[src/rtl/rf_wb_driver.sv]
`default_nettype none
// +----------------------------------------------------------------------------+
// | rf_wb_driver: merges pipeline results and queued load returns (aligned to  |
// | byte lanes) into the register-file write port, with a starvation guard.    |
// | Optional macro RF_WB_SCOREBOARD_EN adds a per-register load-pending map.   |
// | Revision: 1.0                                                              |
// +----------------------------------------------------------------------------+
module rf_wb_driver #(
  parameter int LQ_DEPTH   = 2,
  parameter int STARVE_MAX = 4,
  parameter int ADDR_WIDTH = 5,
  parameter int DATA_WIDTH = 32
) (
  input  logic                    clk,
  input  logic                    rst,
  input  logic                    pipe_valid,
  input  logic [ADDR_WIDTH-1:0]   pipe_waddr,
  input  logic [DATA_WIDTH-1:0]   pipe_wdata,
  output logic                    pipe_stall,
  input  logic                    ld_valid,
  output logic                    ld_ready,
  input  logic [ADDR_WIDTH-1:0]   ld_waddr,
  input  logic [2:0]              ld_op,
  input  logic [1:0]              ld_addr,
  input  logic [DATA_WIDTH-1:0]   ld_rdata,
  output logic [ADDR_WIDTH-1:0]   waddr,
  output logic [DATA_WIDTH/8-1:0] byte_wen,
  output logic [DATA_WIDTH-1:0]   wdata
`ifdef RF_WB_SCOREBOARD_EN
  ,
  input  logic                    ld_issue_valid,
  input  logic [ADDR_WIDTH-1:0]   ld_issue_waddr,
  output logic [31:0]             busy
`endif
);

  localparam int BE_W  = DATA_WIDTH / 8;
  localparam int PTR_W = (LQ_DEPTH > 1) ? $clog2(LQ_DEPTH) : 1;
  localparam int CNT_W = PTR_W + 1;
  localparam int ST_W  = $clog2(STARVE_MAX + 1);
  localparam logic [CNT_W-1:0] C_DEPTH      = CNT_W'(LQ_DEPTH);
  localparam logic [ST_W-1:0]  C_STARVE_MAX = ST_W'(STARVE_MAX);

  logic [ADDR_WIDTH-1:0] r_q_waddr [LQ_DEPTH];
  logic [2:0]            r_q_op    [LQ_DEPTH];
  logic [1:0]            r_q_addr  [LQ_DEPTH];
  logic [DATA_WIDTH-1:0] r_q_rdata [LQ_DEPTH];

  logic [PTR_W-1:0] r_wr_ptr, r_rd_ptr;
  logic [CNT_W-1:0] r_count;
  logic [ST_W-1:0]  r_starve;

  logic w_empty, w_push, w_pop;

  assign w_empty    = (r_count == '0);
  assign ld_ready   = (r_count != C_DEPTH);
  assign pipe_stall = (r_starve == C_STARVE_MAX) && !w_empty;
  // Loads to r0 are acknowledged but never stored.
  assign w_push     = ld_valid && ld_ready && (ld_waddr != '0);
  assign w_pop      = !w_empty && (pipe_stall || !pipe_valid);

  always_ff @(posedge clk) begin
    if (w_push) begin
      r_q_waddr[r_wr_ptr] <= ld_waddr;
      r_q_op[r_wr_ptr]    <= ld_op;
      r_q_addr[r_wr_ptr]  <= ld_addr;
      r_q_rdata[r_wr_ptr] <= ld_rdata;
    end
  end

  always_ff @(posedge clk or negedge rst) begin
    if (!rst) begin
      r_wr_ptr <= '0;
      r_rd_ptr <= '0;
      r_count  <= '0;
      r_starve <= '0;
    end else begin
      if (w_push) r_wr_ptr <= r_wr_ptr + PTR_W'(1);
      if (w_pop)  r_rd_ptr <= r_rd_ptr + PTR_W'(1);
      if (w_push && !w_pop)      r_count <= r_count + CNT_W'(1);
      else if (w_pop && !w_push) r_count <= r_count - CNT_W'(1);
      if (w_empty || w_pop) r_starve <= '0;
      else                  r_starve <= r_starve + ST_W'(1);
    end
  end

  // Byte-lane alignment of the queue head.
  logic [DATA_WIDTH-1:0] w_m, w_sh_r, w_sh_l, w_sh_half, w_raw, w_ld_data;
  logic [1:0]            w_a;
  logic [2:0]            w_op;
  logic [15:0]           w_half;
  logic [BE_W-1:0]       w_ld_be;

  assign w_m       = r_q_rdata[r_rd_ptr];
  assign w_a       = r_q_addr[r_rd_ptr];
  assign w_op      = r_q_op[r_rd_ptr];
  assign w_sh_r    = w_m >> {w_a, 3'b000};
  assign w_sh_l    = w_m << {~w_a, 3'b000};
  assign w_sh_half = w_m >> {w_a[1], 4'b0000};
  assign w_half    = w_sh_half[15:0];

  always_comb begin
    w_raw   = '0;
    w_ld_be = {BE_W{1'b1}};
    case (w_op)
      3'd0: w_raw = {{(DATA_WIDTH-8){w_sh_r[7]}}, w_sh_r[7:0]};
      3'd1: w_raw = {{(DATA_WIDTH-8){1'b0}}, w_sh_r[7:0]};
      3'd2: w_raw = {{(DATA_WIDTH-16){w_half[15]}}, w_half};
      3'd3: w_raw = {{(DATA_WIDTH-16){1'b0}}, w_half};
      3'd4: w_raw = w_m;
      3'd5: begin
        w_raw   = w_sh_l;
        w_ld_be = {BE_W{1'b1}} << (~w_a);
      end
      3'd6: begin
        w_raw   = w_sh_r;
        w_ld_be = {BE_W{1'b1}} >> w_a;
      end
      default: w_ld_be = '0;
    endcase
    w_ld_data = '0;
    for (int i = 0; i < BE_W; i++) begin
      w_ld_data[8*i +: 8] = w_raw[8*i +: 8] & {8{w_ld_be[i]}};
    end
  end

  always_ff @(posedge clk or negedge rst) begin
    if (!rst) begin
      waddr    <= '0;
      byte_wen <= '0;
      wdata    <= '0;
    end else if (w_pop) begin
      waddr    <= r_q_waddr[r_rd_ptr];
      byte_wen <= w_ld_be;
      wdata    <= w_ld_data;
    end else if (pipe_valid) begin
      waddr    <= pipe_waddr;
      byte_wen <= {BE_W{1'b1}};
      wdata    <= pipe_wdata;
    end else begin
      waddr    <= '0;
      byte_wen <= '0;
      wdata    <= '0;
    end
  end

`ifdef RF_WB_SCOREBOARD_EN
  logic [31:0] w_busy_set, w_busy_clr;

  always_comb begin
    w_busy_set = '0;
    w_busy_clr = '0;
    if (ld_issue_valid && (ld_issue_waddr != '0)) w_busy_set[ld_issue_waddr] = 1'b1;
    if (w_pop) w_busy_clr[r_q_waddr[r_rd_ptr]] = 1'b1;
  end

  // Set is applied after clear so a same-cycle re-issue keeps the bit.
  always_ff @(posedge clk or negedge rst) begin
    if (!rst) busy <= '0;
    else      busy <= (busy & ~w_busy_clr) | w_busy_set;
  end
`endif

endmodule
`default_nettype wire

[config.mk]
export PLATFORM = sky130hd
export DESIGN_NAME = rf_wb_driver
export DESIGN_NICKNAME = d
export VERILOG_FILES = /design/src/rtl/rf_wb_driver.sv
export SDC_FILE = /design/constraint.sdc
export NUM_CORES = 1
export LEC_CHECK = 0
export ABC_AREA = 1
export CORE_ASPECT_RATIO = 0.6
export CORE_UTILIZATION = 54
export DETAILED_ROUTE_END_ITERATION = 7
export PLACE_DENSITY = 0.81
export SYNTH_ARGS = -nofsm -noshare
export SYNTH_HDL_FRONTEND = slang
export SYNTH_SLANG_ARGS = --single-unit
export TNS_END_PERCENT = 5
[constraint.sdc]
create_clock -name clk -period 4.5 [get_ports clk]
set_clock_uncertainty 0.2 [all_clocks]
set_input_delay 0.9 -clock clk [delete_from_list [all_inputs] [get_ports clk]]
set_output_delay 0.9 -clock clk [all_outputs]
set_load 0.1 [all_outputs]
==> summary.txt <==
CP Class = reg -> out
total of warnings raised by yosys = 0
Storage cell area = 0.00372 mm²
period utilization = 77.2%
initial antenna violation count = 1
Core Region = 0.0129 mm²
H-tree Lvls = 4
antenna-violating nets left = 0
CTS root buffer = clkbuf_16
RSZ-0062 raised after global routing = false
Final Hold Viols = 0
Synth area leader = edfxtp_1
Layout Utilization = 70.2%
Synth Instances = 882
vias in the first global route = 5866
wire per inst = 16.6 µm
GR Util All Layers = 30.4%
DR DRC count = 0
vias per cell = 5.51
Vias = 6496
Slew Limit Headroom = 33.1%
DP HPWL = 13.4 mm
first-pass GRT wire length = 31.2 mm
setup TNS = 0 ps
worst slew pin tran = 1000 ps
CP Capture Type = output port
Achievable Freq = 288 MHz
RR Endpoint = wdata[12]$_DFF_PN0_
FF+latch count, synth = 132
area grow syn2layout = 26.1%
Critical Path RT = 3400 ps
top cells by area, synth = edfxtp_1 35%, nand2_1 24%, dfrtp_1 17%, nand3_1 6.5%, inv_1 2.6%
clock period minus worst slack = 3470 ps
die height = 91.5 µm
n_diodes = 0
Worst Path Max Fanout = 4
Top-Level Pins = 126
total global routing overflow = 0
CTS Buf Count = 17
Cell Area, Synth = 0.00720 mm²
clk slew on worst S/H paths = 60 ps
filler cell count = 994
Setup Buffers After CTS = 0
hold buffers post-CTS = 0
maximum vdd drop = 0.000461 V
1st-iter DRT viols = 776
TritonCTS clock tree = built
Post-Syn Area per Cell = 8.17 µm²
Routed Wire Length = 19.6 mm
max cap viols = 0
share of cells above drive strength 1 = 8.73%
flop-to-flop setup slack = 1420 ps
# nets final = 1081
footprint of the multi-input gates = 0.00302 mm²
Final Wtd Congestion = 0.954
Syn Nets = 968
row cnt = 32
Final setup viols = 0
post_cts resized = 0
Power Density = 823 mW/mm²
Startpoint Class = register
Worst Reg2Reg Path Length in Cells = 10
crit path to = pipe_stall
Max Buffers Root-to-Sink = 2
pin count of the biggest net entering global routing = 63
Clock Sinks = 132
Port-buffer cells = 125
Synth cell types = 36
Slew Limit Fails = 0
worst skew pair latency = 420 ps
die area = 0.0138 mm²
critical path arrival = 2370 ps
Leak = 4.22 nW
DRT Pass-1 Iters = 6
Critical Path Start = r_count[1]$_DFFE_PN0P_
share of the synthesized area in the top cell type = 35.0%
Hold Path Class = reg -> reg
initial core utilization = 55.7%
DIE WIDTH = 151 µm
post-synthesis sequential area ratio = 51.7%
run status = finished clean
Reg-to-Reg Start = r_rd_ptr$_DFFE_PN0N_
[registers in the layout (all words and copies together) (netlist names)]
register and cells:
r_wr_ptr 1, r_q_addr 4, r_q_op 6, r_rd_ptr 1, waddr 5, r_count 2, wdata 32, r_q_rdata 64
r_q_waddr 10, byte_wen 4, r_starve 3
[cells in the final DEF, fill, tap and decap left out, types with 2 or more instances in the layout]
cell type and instances:
nand2_2 12, nand2_8 2, nor2_1 24, edfxtp_1 84, dfrtp_1 47, inv_6 5, nand3_4 2, o211ai_1 8
ha_1 3, inv_4 2, clkdlybuf4s50_1 124, bufinv_16 2, nor2_4 6, o21ai_1 3, clkinv_4 2, buf_4 7
nor2_2 2, o21bai_2 8, nand3_1 93, clkbuf_16 18, xnor2_1 3, inv_1 50, nand2_1 454, clkbuf_1 2
o21ai_0 11, inv_2 2, a21oi_1 4, nand3_2 3, a22o_1 5, nand2_4 8
[final cells by class]
cell class / instances / share of cell area [%]
inverters: 53 / 2.27
repair buffers: 133 / 14.5
clock inverters: 12 / 1.56
flip-flops and latches: 132 / 41.0
well taps: 170 / 2.34
multi-input cells: 658 / 33.3
clock buffers: 20 / 5.04
[cells by family (layout without fill, tap and decap cells)]
family	after synthesis	count (layout)	share of synthesized area [%]
AO/OA/AOI/OAI	42	42	4.26
XOR/XNOR	4	4	0.487
adder cells (fa/ha/maj)	3	3	0.521
buffers and inverters	92	218	6.57
flip-flops	132	132	51.7
AND/OR/NAND/NOR	609	609	36.5
[cell usage after synthesis (all sizes together)]
master / number
xor2: 1
nand2: 476
clkbuf: 5
a31oi: 1
o211ai: 8
or2: 1
dfrtp: 48
nor3: 1
inv: 53
ha: 3
nand3: 98
edfxtp: 84
a22o: 5
buf: 34
nor2: 33
a21boi: 1
o21bai: 8
o21ai: 14
a21oi: 5
xnor2: 3
[per-layer routing]
layer / GRT usage, % / part of all wire [%] / vias up
met3: 7.34 / 11 / 54
met5: 0 / 0.066 / -
li1: - / - / 3051
met2: 44.9 / 44 / 383
met1: 43.6 / 43 / 3006
met4: 10.3 / 2.2 / 2
[per-stage QoR]
stage / setup WS, ps / hold slack [ps] / instances / power (mW) / instance area (µm²)
after global routing: 919 / 310 / 1178 / 7.88 / 9080
after floorplan: 903 / 231 / 882 / 5.04 / 7200
after CTS: 1030 / 272 / 1178 / 7.41 / 9080
after global placement: 1300 / 246 / 1146 / 5.93 / 8480
after detailed placement: 1180 / 264 / 1146 / 5.97 / 8480
final: 1030 / 270 / 1178 / 7.47 / 9080
[power by group]
group / leakage, nW / internal, mW / switching [mW]
sequential: 1.37 / 1.67 / 0.172
clock: 0.292 / 0.860 / 0.557
combinational: 2.56 / 1.05 / 3.17
total: 4.22 / 3.57 / 3.90
[worst min path at each step]
stage | from | to | slack, ps | cells after the start
global route | r_starve[0]$_DFF_PN0_ | r_starve[0]$_DFF_PN0_ | 310 | 1
floorplan | r_starve[0]$_DFF_PN0_ | r_starve[0]$_DFF_PN0_ | 230 | 1
CTS | r_starve[0]$_DFF_PN0_ | r_starve[0]$_DFF_PN0_ | 270 | 1
global placement | r_starve[0]$_DFF_PN0_ | r_starve[0]$_DFF_PN0_ | 250 | 1
finish | r_starve[0]$_DFF_PN0_ | r_starve[0]$_DFF_PN0_ | 270 | 1
detailed placement | r_starve[0]$_DFF_PN0_ | r_starve[0]$_DFF_PN0_ | 260 | 1
[critical path, stage by stage, from the launching register on]
cell and delay (ps):
dfrtp_1 420, nor2_1 100, inv_1 110, nand3_1 130
inv_1 80, clkdlybuf4s50_1 1120
Note: power is estimated with default switching activity, not from simulation.
